===== src/rtl/serial_subtractor_pkg.sv =====
// Shared definitions for the bit-serial subtractor: FSM state encodings
// and the default operand width.
package serial_subtractor_pkg;

    localparam int SUB_WIDTH = 8;

    typedef enum logic [1:0] {
        ST_IDLE  = 2'd0,
        ST_SHIFT = 2'd1,
        ST_DONE  = 2'd2
    } state_t;

endpackage


===== src/rtl/serial_subtractor_full_sub.sv =====
// Single-bit full subtractor cell: difference and borrow-out of a - b - bin.
module full_sub (
    input  logic a,
    input  logic b,
    input  logic bin,
    output logic d,
    output logic bout
);

    assign d    = a ^ b ^ bin;
    assign bout = (~a & b) | (~(a ^ b) & bin);

endmodule


===== src/rtl/serial_subtractor.sv =====
// Bit-serial two's-complement subtractor computing A - B - Bin LSB-first,
// one bit per clock through a single full_sub cell.
module serial_subtractor
    import serial_subtractor_pkg::*;
#(
    parameter int WIDTH = SUB_WIDTH
) (
    input  logic             clk,
    input  logic             rst,
    input  logic             start,
    input  logic [WIDTH-1:0] A,
    input  logic [WIDTH-1:0] B,
    input  logic             Bin,
    output logic             busy,
    output logic             done,
    output logic [WIDTH-1:0] D,
    output logic             Bout
);

    localparam int CNT_W = (WIDTH > 1) ? $clog2(WIDTH) : 1;

    state_t             state;
    state_t             next_state;
    logic [WIDTH-1:0]   sa;
    logic [WIDTH-1:0]   sb;
    logic [WIDTH-1:0]   result;
    logic [CNT_W-1:0]   cnt;
    logic               br;
    logic               d_bit;
    logic               bout_bit;
    logic               last_bit;

    full_sub u_full_sub (
        .a    (sa[0]),
        .b    (sb[0]),
        .bin  (br),
        .d    (d_bit),
        .bout (bout_bit)
    );

    assign last_bit = (cnt == CNT_W'(WIDTH - 1));

    // busy and done decode directly from the state register, so they
    // stay free of any combinational path from the inputs.
    assign busy = (state == ST_SHIFT);
    assign done = (state == ST_DONE);

    always_ff @(posedge clk or posedge rst) begin
        if (rst) begin
            state <= ST_IDLE;
        end else begin
            state <= next_state;
        end
    end

    always_comb begin
        next_state = state;
        case (state)
            ST_IDLE:  if (start) next_state = ST_SHIFT;
            ST_SHIFT: if (last_bit) next_state = ST_DONE;
            ST_DONE:  next_state = ST_IDLE;
            default:  next_state = ST_IDLE;
        endcase
    end

    // Operands shift right so the full_sub cell always sees the current bit
    // at position 0; the difference fills the result register from the top.
    always_ff @(posedge clk or posedge rst) begin
        if (rst) begin
            sa     <= '0;
            sb     <= '0;
            br     <= 1'b0;
            cnt    <= '0;
            result <= '0;
            D      <= '0;
            Bout   <= 1'b0;
        end else begin
            case (state)
                ST_IDLE: begin
                    if (start) begin
                        sa     <= A;
                        sb     <= B;
                        br     <= Bin;
                        cnt    <= '0;
                        result <= '0;
                    end
                end
                ST_SHIFT: begin
                    sa     <= sa >> 1;
                    sb     <= sb >> 1;
                    br     <= bout_bit;
                    cnt    <= cnt + CNT_W'(1);
                    result <= {d_bit, result[WIDTH-1:1]};
                    if (last_bit) begin
                        D    <= {d_bit, result[WIDTH-1:1]};
                        Bout <= bout_bit;
                    end
                end
                default: ;
            endcase
        end
    end

endmodule

===== config.mk =====
export PLATFORM = sky130hd
export DESIGN_NAME = serial_subtractor
export DESIGN_NICKNAME = d
export VERILOG_FILES = /design/src/rtl/serial_subtractor_pkg.sv /design/src/rtl/serial_subtractor_full_sub.sv /design/src/rtl/serial_subtractor.sv
export SDC_FILE = /design/constraint.sdc
export NUM_CORES = 1
export LEC_CHECK = 0
export CAP_MARGIN = 20
export CORE_UTILIZATION = 51
export CTS_BUF_LIST = sky130_fd_sc_hd__clkbuf_2 sky130_fd_sc_hd__clkbuf_4 sky130_fd_sc_hd__clkbuf_8
export DETAILED_ROUTE_END_ITERATION = 10
export GPL_TIMING_DRIVEN = 0
export PLACE_DENSITY = 0.78
export SLEW_MARGIN = 0
export SYNTH_ARGS = -nofsm -noshare
export SYNTH_HDL_FRONTEND = slang
export SYNTH_HIERARCHICAL = 1
export SYNTH_SLANG_ARGS = --single-unit

===== constraint.sdc =====
create_clock -name clk -period 1.9 [get_ports clk]
set_clock_uncertainty 0.1 [all_clocks]
set_input_delay 0.38 -clock clk [delete_from_list [all_inputs] [get_ports clk]]
set_output_delay 0.38 -clock clk [all_outputs]
set_load 0.01 [all_outputs]

; ---- Word-level counts from Yosys, hierarchy flattened
; Index checks and enable logic that the tools add are counted.
[classes]
n_reduce_logical = 5
bitwise = 7
n_addsub = 1
mux = 13
n_eq_ne = 5
[ops]
columns = cell, count
row1 = 8-bit case mux with 2 select lines, 3
row2 = 8-bit 2-to-1 mux, 3
row3 = 3-bit case mux with 2 select lines, 1
row4 = 2-bit AND reduction, 3
row5 = 2-bit 2-to-1 mux, 2
row6 = 2-bit case mux with 2 select lines, 1
row7 = "3-bit by 1-bit adder with 3-bit output, second input constant", 1
row8 = "3-bit equality test, second input constant", 1
row9 = 3-bit 2-to-1 mux, 1
row10 = 1-bit AND, 2
row11 = "2-bit by 1-bit equality test with 1-bit output, second input constant", 1
row12 = "2-bit equality test, second input constant", 1
row13 = 2-bit zero test, 1
row14 = "2-bit by 1-bit != test with 1-bit output, second input constant", 1
row15 = "2-bit != test, second input constant", 1
row16 = 1-bit NOT, 2
row17 = 1-bit case mux with 2 select lines, 1
row18 = 2-bit nonzero test, 1
row19 = 1-bit bitwise XOR, 2
row20 = 1-bit 2-to-1 mux, 1
row21 = 1-bit OR, 1
[totals]
in_bits = 20
regBits = 39
output_inout_bits = 11

; ---- Depth between registers and ports, before layout
; Gate-level depths: netlist (run 1).
[logic_depth]
ltp_word = 5
depth_mapped = 5
ltp_nobuf = 5

; ---- Modules after synthesis
; Netlist (run 1), hierarchy kept.
[by_module_without_submodules]
columns = mod, cells_each, area_per_inst_um2, instances
row1 = serial_subtractor, 137, 1637.8, 1
row2 = full_sub, 4, 31.3, 1

; ---- Worst setup path before layout (run 1)
; No wires, ideal clock.
[synth_timing]
kind = reg-to-reg
from = register cnt[0]
to = register Bout
n_path_buf = 0
required_time_ns = 1.675
synth_period_minus_slack_ns = 1.445
stages_incl_launch_ff = 5
setup_slack_ns = 0.455
arrival_ns = 1.220
setup_time_ns = 0.125
path_cell_list = dfrtp_1 -> ha_1 -> ha_1 -> nand2_4 -> mux2_2
[synth_via]
elab_chain_cells = 2
[synth_lines]
columns = item, line_no
row1 = "start, declared", serial_subtractor.sv:27  ; logic [CNT_W-1:0] cnt;
row2 = "start signal, assigned", serial_subtractor.sv:92  ; cnt <= cnt + CNT_W'(1);
row3 = 3-bit equality test, serial_subtractor.sv:41  ; assign last_bit = (cnt == CNT_W'(WIDTH - 1));
row4 = 2-bit AND reduction (no source line), -
row5 = "end signal, assigned", serial_subtractor.sv:96  ; Bout <= bout_bit;
row6 = "end, declared", serial_subtractor.sv:17  ; output logic Bout
; No other way between the ends.
; A chain may end at the register's enable or synchronous reset.

; ---- Worst setup path after layout (run 1)
[layout_timing]
from = register state[1]
to = output port busy
[layout_via]
elab_chain_cells = 1
[layout_lines]
columns = item, line_no
row1 = "start, declared", serial_subtractor.sv:22  ; state_t state;
row2 = "start signal, assigned", serial_subtractor.sv:52  ; state <= next_state;
row3 = 2-bit by 1-bit equality test with 1-bit output, serial_subtractor.sv:45  ; assign busy = (state == ST_SHIFT);
row4 = "end, declared", serial_subtractor.sv:14  ; output logic busy,
; No other way between the ends.

==> impl_metrics.yaml, run 1 <==
synth:
  ys_seq_elements: 38
  synth-edff-count: 0
  syn-instance-count: 141
  synth-seq-area-share_pct: 56.97
  netlist.area_leader.share_pct: 56.97
  cell_variety_after_synth: 27
  post_synth.cell_area_avg_sq_um: 11.84
  yosys-top-cells-area: "dfrtp_1, o22ai_1, mux2_2"
  synth_common_cells: "dfrtp_1, o22ai_1, a21oi_1, inv_1"
  post-synth-top-count-cell: "dfrtp_1"
  yosysWarningCount: 6
  synthesis.nets: 164
  syn_area_sq_um: 1669
  synth_flop_cell: "dfrtp_1"
  synthArstFlopShare_pct: 100.0
  post-synth-top-area-cell: "dfrtp_1"
status:
  run_status: "completed"
route:
  drt_first_iter_violations: 67
  route.detailed.drc: 0
  post_drt_wl_per_cell_microns: 15.56
  detailroute.via_count: 1262
  drt_first_pass_iters: 4
  drt-total-wl_microns: 3469
  postRouteAntennaNets: 0
  avgViaCountPerCell: 5.659
placement:
  gp_congestion: 0.7924
  place_hpwl_microns: 2492
  dp_cells: 215
  number_of_buffers_added_on_ports: 29
  dpl_cell_area_sq_um: 2042
worst_setup_path:
  critical_path.endpoint_type: "primary output"
  worst-endpoint-required_ns: 1.42
  crit_fanout: 11
  cp-endpoint: "busy"
  crit_path_max_cell_delay_ns: 0.42
  worst_r2r_path_depth: 4
  r2r_slack_ns: 0.33
  crit_chain: "nand2b_4 > inv_4 > dlygate4sd2_1"
  cp_slowest_cell: "dfrtp_1"
  criticalPathCategory: "reg2out"
  cp_data_arrival_time_ns: 1.36
  timing.critical_path.from: "state[1]"
  critical_path.startpoint_type: "flop"
  reg2reg_to: "D[1]"
  worst_r2r_startpoint: "cnt[0]"
sta:
  finalSetupViolCount: 0
  grt_setup_unrepaired: "no"
  fin_tns_setup_ns: 0
  hold-worst-slack_ns: 0.3759
  fmaxAchievable_mhz: 542.1
  post-route-min-period_ns: 1.845
  final_hold_viol_count: 0
  worst_slew_margin_relative_to_its_limit_pct: 46.09
  finalMaxSlewViolations: 0
  final_min_period_over_clock_period_pct: 97.09
  timing_worst_slew_pin_value_ns: 0.8077
flow_run:
  maxCapViolCount: 0
clock_tree:
  cts-root-to-sink-buffers: 2
  clock_sink_count: 38
  worstSkewPairLatency_ns: 0.35
  hold_buffers: 0
  total_cts_buffers: 5
  cts_tree: "yes"
  clockRootBuffer: "clkbuf_4"
  clkTransAtPathRegs_ns: 0.13
  cts-htree-levels: 2
floorplan:
  fp-row-count: 20
  io_pins: 31
  initial_standard_cell_utilization_of_the_core_pct: 54.23
  core_area_sq_um: 3078
  die_x_microns: 59.21
  die_y_microns: 59.21
  dieArea_sq_um: 3505
finish:
  finalNonFillerCells: 223
  drive_above_1_share_pct: 20.11
  fin_area_sq_um: 2157
  finish.net_count: 201
  flow.area_growth_from_synthesis_pct: 29.24
  insertedDiodeCount: 0
global_route:
  grt_first_pass_wirelength_microns: 6072
  antenna_found_initial: 0
  grt_util_all_layers_pct: 23.93
  pin_count_of_the_biggest_net_entering_global_routing: 21
  grt.overflow.total: 0
  grt_pass1_vias: 1296
power:
  static-leakage-power_nw: 0.9655
  vdd_ir_drop_max_v: 0.0008259
  powerDensity_nw_per_um2: 1578
  total_power_mw: 3.405
worst_hold_path:
  min_path_type: "in2async"
==> worst max-delay path, delay by kind of cell (launching register included) <==
family / cells / cell delay, ns
buf+inv: 2 / 0.42
flops: 1 / 0.42
simple gates: 1 / 0.18
==> power breakdown <==
part           leakage [nW]  switching [mW]  internal, mW
Clock                0.0554           0.280         0.412
Combinational         0.443           0.625         0.688
Sequential            0.467           0.241          1.16
==> placed cells by master, fill, tap and decap left out, types with 2 or more instances in the layout <==
cell type,instances
clkbuf_4,5
o21ai_0,3
buf_4,3
mux2_2,9
buf_2,4
nand2b_4,2
nor2b_1,2
inv_1,10
clkdlybuf4s50_1,27
buf_6,3
dfrtp_1,38
o22a_1,2
nand3b_1,2
nor2_1,4
o221a_2,2
a21oi_1,13
bufinv_16,2
nor3b_1,2
a22o_1,9
nand2_1,3
ha_1,2
o22ai_1,20
==> worst min path at each step <==
stage,cells past startpoint,start,to
after CTS,3,start,sa[2]
after global placement,2,sb[7],sb[7]
final,2,rst,sb[6]
after global routing,3,start,sa[2]
after floorplan,2,sb[7],sb[7]
after detailed placement,1,result[1],result[1]
==> cell type report <==
cell class                 instances  area (sq um)
sequential                        38         950.9
fill                             250         920.9
multi-input combinational         82         613.1
timing repair buffer              31         319.1
clock inverter                     3         68.82
buffer                             9         68.82
tap                               44         55.05
inverter                          11         43.79
clock buffer                       5         37.54
==> cells by family after synthesis <==
logic type                 synth area share (%)
buffers and inverters                     6.297
and+or+nand+nor                           7.121
muxes                                     6.072
DFF                                       56.97
adders and majority gates                 2.698
AOI/OAI and AO/OA                         20.84
==> flip-flops by register name (all words and copies together), names as in the netlist <==
signal / flops
sa: 8
state: 2
sb: 8
result: 7
D: 8
Bout: 1
br: 1
cnt: 3
==> stage by stage <==
stage               worst slack [ns]  util, %
floorplan                     0.4555        -
global placement             -0.2033    65.45
CTS                          0.01534    70.24
detailed placement          0.009500    66.34
global route                0.005345    70.08
finish                       0.05536    70.08
==> what timing repair did <==
| item | CTS | global route |
|---|---|---|
| resized for setup | 7 | 1 |
| setup buffers | 1 | 0 |
| gates cloned | 0 | 0 |
| endpoints found under the setup margin | 2 | 1 |
==> metal layers <==
metal	global-route usage (%)	up-vias	share of wire [%]	routed length, microns
met5	0	-	0	0
met2	37.88	45	52	1800
met4	14.63	0	2.1	74
li1	-	598	-	-
met1	30.42	613	41	1433
met3	4.367	6	4.6	160
Power figures use the tool's default switching activity.
==> run 2, diff against run 1 <==
- ABC_AREA: not set -> 1
- PLACE_DENSITY: 0.78 -> 0.77
==> run 2 against run 1 <==
Against the previous run:
- global-route usage shrank 2.0 points
- synthesized cell count grew 56%
- hold slack gained 0.0046 ns
- critical endpoint unchanged
- fmax grew 2.1%
- via count grew 16%
- flip-flop and latch count is the same
- worst setup slack gained 0.038 ns
==> impl_metrics.yaml, run 2 <==
floorplan:
  die_y_microns: 62.87
  fp-row-count: 21
  core_area_sq_um: 3442
  io_pins: 31
  initial_standard_cell_utilization_of_the_core_pct: 54.89
  die_x_microns: 62.87
  dieArea_sq_um: 3952
global_route:
  grt_util_all_layers_pct: 21.93
  pin_count_of_the_biggest_net_entering_global_routing: 39
  grt_first_pass_wirelength_microns: 6555
  antenna_found_initial: 0
  grt_pass1_vias: 1506
  grt.overflow.total: 0
synth:
  post-synth-top-area-cell: "dfrtp_1"
  syn-instance-count: 220
  synthArstFlopShare_pct: 100.0
  cell_variety_after_synth: 20
  synth_flop_cell: "dfrtp_1"
  yosysWarningCount: 6
  yosys-top-cells-area: "dfrtp_1, nand2_1, inv_1"
  synth-seq-area-share_pct: 50.33
  post-synth-top-count-cell: "nand2_1"
  netlist.area_leader.share_pct: 50.33
  syn_area_sq_um: 1889
  post_synth.cell_area_avg_sq_um: 8.588
  synthesis.nets: 243
  ys_seq_elements: 38
  synth-edff-count: 0
  synth_common_cells: "nand2_1, inv_1, dfrtp_1, nand3_1, o21ai_0"
worst_setup_path:
  worst_r2r_path_depth: 5
  crit_fanout: 10
  cp_slowest_cell: "dfrtp_1"
  r2r_slack_ns: 0.45
  worst_r2r_startpoint: "cnt[0]"
  timing.critical_path.from: "state[1]"
  crit_chain: "nor2_4 > buf_6 > dlygate4sd2_1"
  critical_path.startpoint_type: "flop"
  reg2reg_to: "Bout"
  cp_data_arrival_time_ns: 1.33
  criticalPathCategory: "reg2out"
  family_with_the_most_delay_on_the_worst_path: "buffers and inverters"
  critical_path.endpoint_type: "primary output"
  worst-endpoint-required_ns: 1.42
  critical_path.n_buffers_inverters: 2
  crit_path_max_cell_delay_ns: 0.43
sta:
  worst_slew_margin_relative_to_its_limit_pct: 47.57
  fmaxAchievable_mhz: 553.6
  timing_worst_slew_pin_value_ns: 0.7853
  post-route-min-period_ns: 1.806
  grt_setup_unrepaired: "no"
  finalMaxSlewViolations: 0
  finalSetupViolCount: 0
  fin_tns_setup_ns: 0
  hold-worst-slack_ns: 0.3806
  final_min_period_over_clock_period_pct: 95.07
  final_hold_viol_count: 0
route:
  drt_first_pass_iters: 5
  detailroute.via_count: 1467
  avgViaCountPerCell: 4.842
  route.detailed.drc: 0
  post_drt_wl_per_cell_microns: 12.38
  drt_first_iter_violations: 67
  postRouteAntennaNets: 0
  drt-total-wl_microns: 3752
clock_tree:
  worstSkewPairLatency_ns: 0.29
  cts_tree: "yes"
  clkTransAtPathRegs_ns: 0.07
  clockRootBuffer: "clkbuf_8"
  cts-root-to-sink-buffers: 2
  total_cts_buffers: 5
  clock_sink_count: 38
  cts-htree-levels: 2
worst_hold_path:
  hold_path_end: "D[7]"
  min_path_type: "reg2reg"
  whs_path_depth: 2
  min-delay-start: "D[7]"
finish:
  final_cell_mix: "nand2_1, inv_1, dfrtp_1"
  drive_above_1_share_pct: 13.62
  layout.cells.most_common: "nand2_1"
  flow.area_growth_from_synthesis_pct: 24.83
  insertedDiodeCount: 0
  layout.core_utilization_pct: 68.52
  reg_top3: "D: 8 flops, sa: 8 flops, sb: 8 flops"
  finalNonFillerCells: 303
  finish.net_count: 279
power:
  powerDensity_nw_per_um2: 1619
  vdd_ir_drop_max_v: 0.0008015
  static-leakage-power_nw: 1.247
  total_power_mw: 3.818
flow_run:
  maxCapViolCount: 0
placement:
  place_hpwl_microns: 2551
  gp_congestion: 0.7626
  dp_cells: 296
  number_of_buffers_added_on_ports: 30
status:
  run_status: "completed"
## run 2: area by class of cell
type                            count  area (sq um)
Multi-Input combinational cell    131         695.7
Inverter                           42         160.2
Tap cell                           46         57.56
Sequential cell                    38         950.9
Clock buffer                        8         110.1
Timing Repair Buffer               31         305.3
Buffer                              7         78.83
Fill cell                         285          1084
## run 2: what timing repair did
item,4_1_cts,5_1_grt
buffers inserted,0,1
pin swaps,1,1
hold buffers,0,0
gates cloned,0,0
gates resized for setup,4,0
endpoints found under the setup margin,2,2
## run 2: kinds of logic after synthesis
| kind of cell | after synthesis | synth area share, % |
|---|---|---|
| simple gates | 108 | 27.29 |
| buf+inv | 51 | 12.85 |
| flops | 38 | 50.33 |
| compound gates | 20 | 7.153 |
| fa+ha+maj | 3 | 2.384 |
## run 2: worst min-delay path, cell delays in order, from the launching register on
cell     delay, ns
dfrtp_1       0.34
nand2_1       0.05
nand2_1       0.06
## run 2: per-stage QoR
step | setup WS [ns] | area [sq um]
after detailed placement | 0.01197 | 2247
after CTS | 0.009823 | 2356
after global placement | -0.2626 | 2247
after global routing | 0.02007 | 2359
after floorplan | 0.5591 | 1889
final | 0.09366 | 2359
## run 2: worst max path at each step
| stage | cells past startpoint | endpoint | slack [ns] |
|---|---|---|---|
| floorplan | 1 | Bout | 0.56 |
| global placement | 2 | cnt[1] | -0.26 |
| detailed placement | 3 | busy | 0.01 |
| CTS | 4 | done | 0.01 |
| global route | 3 | busy | 0.02 |
| finish | 3 | busy | 0.09 |
## run 2: per-layer routing
| layer | GRT usage, % | part of all wire (%) | routed length (microns) |
|---|---|---|---|
| met1 | 26.67 | 44 | 1650 |
| met2 | 36.02 | 49 | 1840 |
| met3 | 5.839 | 5.3 | 197 |
| met4 | 10.17 | 1.7 | 64 |
| met5 | 0 | 0 | 0 |
## run 2: where the power goes
part	internal, mW	leakage (nW)	switching [mW]
combinational	0.789	0.718	0.981
clock	0.366	0.0575	0.283
sequential	1.19	0.472	0.205
total	2.35	1.25	1.47
==> run 3, diff against run 2 <==
- CTS_CLUSTER_SIZE: not set -> 30
==> results of run 3 <==
Same layout as run 2: the final DEF is identical, and so are final timing and power.
==> patch (flow settings as in run 2) <==
Encoding of `state_t`: now one-hot (3 bits for 3 states).
--- a/src/rtl/serial_subtractor_pkg.sv
+++ b/src/rtl/serial_subtractor_pkg.sv
@@ -6,6 +6,6 @@
 
-    typedef enum logic [1:0] {
-        ST_IDLE  = 2'd0,
-        ST_SHIFT = 2'd1,
-        ST_DONE  = 2'd2
+    typedef enum logic [2:0] {
+        ST_IDLE  = 3'b001,
+        ST_SHIFT = 3'b010,
+        ST_DONE  = 3'b100
     } state_t;
Check against the original RTL: same outputs for any inputs over 10 cycles, from zero or initial values and one cycle with rst high; not proved beyond that.
==> patch against run 2 <==
- via count increased by 10%
- total power decreased by 23%
- synthesized cell count increased by 2.7%
- design area decreased by 0.85%
- sequential cell count increased by 1
- routed wire length increased by 9.8%
- sequential share of layout area increased by 1.5 points
- core utilization decreased by 0.58 points
- synthesized area decreased by 0.66%
- worst setup slack got worse by 0.027 ns
- die area decreased by 0.64%
- largest cell class unchanged
==> patch: results (changes against run 2) <==
* Ys async rst share at 1.00 (unchanged)
* Arrival time worst endpoint at 1.35 ns (+0.02 ns)
* Synthesized Nets at 249 (+2.5%)
* Routed via count at 1617 (+10%)
* Tot GR Track Use at 0.227 (+0.00790)
* Outcome: finished, final reports clean
* Yosys cell types at 21 (+5.0%)
* Slew @ Worst Pin at 0.798 ns (+0.0124 ns)
* Antenna diodes at 0 (unchanged)
* GPL Wtd Cong at 0.805 (+5.6%)
* Clk pin slew, worst setup/hold paths at 0.07 ns (about the same)
* R2R depth at 8 (+3)
* Reg2reg setup slack at 0.32 ns (-0.13 ns)
* Nets at 288 (+3.2%)
* IR drop worst, VDD at 0.000807 V (+0.70%)
* Pre-antenna DRT Iters at 4 (-1)
* LEAKAGE at 1.16 nW (-6.8%)
* Fill cells at 297 (+4.2%)
* Final wirelength at 4.12 mm (+9.8%)
* Share of layout cells above drive strength 1 at 0.129 (-0.00740)
* Crit-path slowest cell: dfstp_2
* Cell family with most CP delay: flip-flops
* First-pass GRT wire length at 6.87 mm (+4.7%)
* Cell-internal power at 0.00181 W (-23%)
* Synth Area in Adders at 0.0240 (+0.000159)
* Synth cell count leaders: 101 x nand2_1, 38 x dfrtp_1, 27 x nand3_1, 15 x nand4_1, 9 x o21ai_0
* Number of global-route vias before repair at 1479 (-1.8%)
* WHS at 0.402 ns (+0.0213 ns)
* Starting DRT DRC Count at 93 (+39%)
* Max incr delay on CP at 0.54 ns (+0.11 ns)
* Sequential-to-total area share from yosys stat at 0.521 (+0.0174)
* Hpwl dp at 2.79 mm (+9.4%)
* Pin count of the biggest net entering global routing at 40 (+2.6%)
patch: cell types whose count changed after synthesis, sizes merged, moves of 3 or more:
cell / delta
buf: +5
nand4: +15
nor2: -3
inv: -32
o21ai: -8
nand2: +28
patch: area by class of cell:
class,count,area [um^2],area share
Sequential cell,39,977,0.418
Multi-Input combinational cell,162,764,0.327
Timing Repair Buffer,32,312,0.133
Buffer,14,105,0.0449
Clock buffer,6,76.3,0.0326
Tap cell,46,57.6,0.0246
Inverter,11,46.3,0.0198
patch: cells by family (layout without fill, tap and decap cells):
logic type                 count (synthesis)  in the layout
AOI/OAI and AO/OA                         10             10
adders and majority gates                  3              3
buffers and inverters                     25             63
DFF                                       39             39
and+or+nand+nor                          149            149
patch: repair_timing:
action,4_1_cts,5_1_grt
setup buffers,2,0
gates resized for setup,8,5
endpoints found under the setup margin,2,2
patch: worst register-to-register path: stages (launching register included):
cell and delay (ns):
dfstp_2 0.54, inv_2 0.07, nand3_2 0.08, buf_8 0.11, buf_4 0.18, nand2_4 0.10, buf_4 0.18, nand2_1 0.07
nand2_1 0.05
patch: per-layer routing:
metal  wire (um)  vias to the layer above  track usage
li1            -                      807            -
met1        1880                      763        0.300
met2        1960                       41        0.361
met3         229                        6       0.0456
met4          50                        0        0.102
met5           0                        -            0
patch: per-stage QoR:
stage	total power [W]	setup slack [ns]	instances	cell area, um^2	setup TNS (ns)
2_1_floorplan	0.00206	0.477	226	1880	0
3_3_place_gp	0.00235	-0.299	302	2230	-11.35
3_5_place_dp	0.00238	-0.0433	302	2230	-0.0676
4_1_cts	0.00294	0.00310	310	2340	0
5_1_grt	0.00314	0.0142	310	2340	0
6_report	0.00294	0.0668	310	2340	0
patch: worst paths after layout:
kind / from / endpoint
min in group asynchronous: rst / D[7]$_DFFE_PP0P_
hold reg to reg: result[4]$_DFFE_PP0P_ / result[3]$_DFFE_PP0P_
hold / removal: result[4]$_DFFE_PP0P_ / result[3]$_DFFE_PP0P_
max in group asynchronous: rst / sa[6]$_DFFE_PP0P_
setup / recovery: state[0]$_DFFE_PP1P_ / busy
setup reg to reg: state[0]$_DFFE_PP1P_ / sb[2]$_DFFE_PP0P_
patch: power by group through the flow:
stage               Clock, W  Sequential, W  Combinational, W
finish              0.000517        0.00122           0.00120
global route        0.000559        0.00124           0.00134
CTS                 0.000519        0.00122           0.00120
detailed placement         0        0.00124           0.00114
global placement           0        0.00123           0.00112
floorplan                  0        0.00120          0.000861
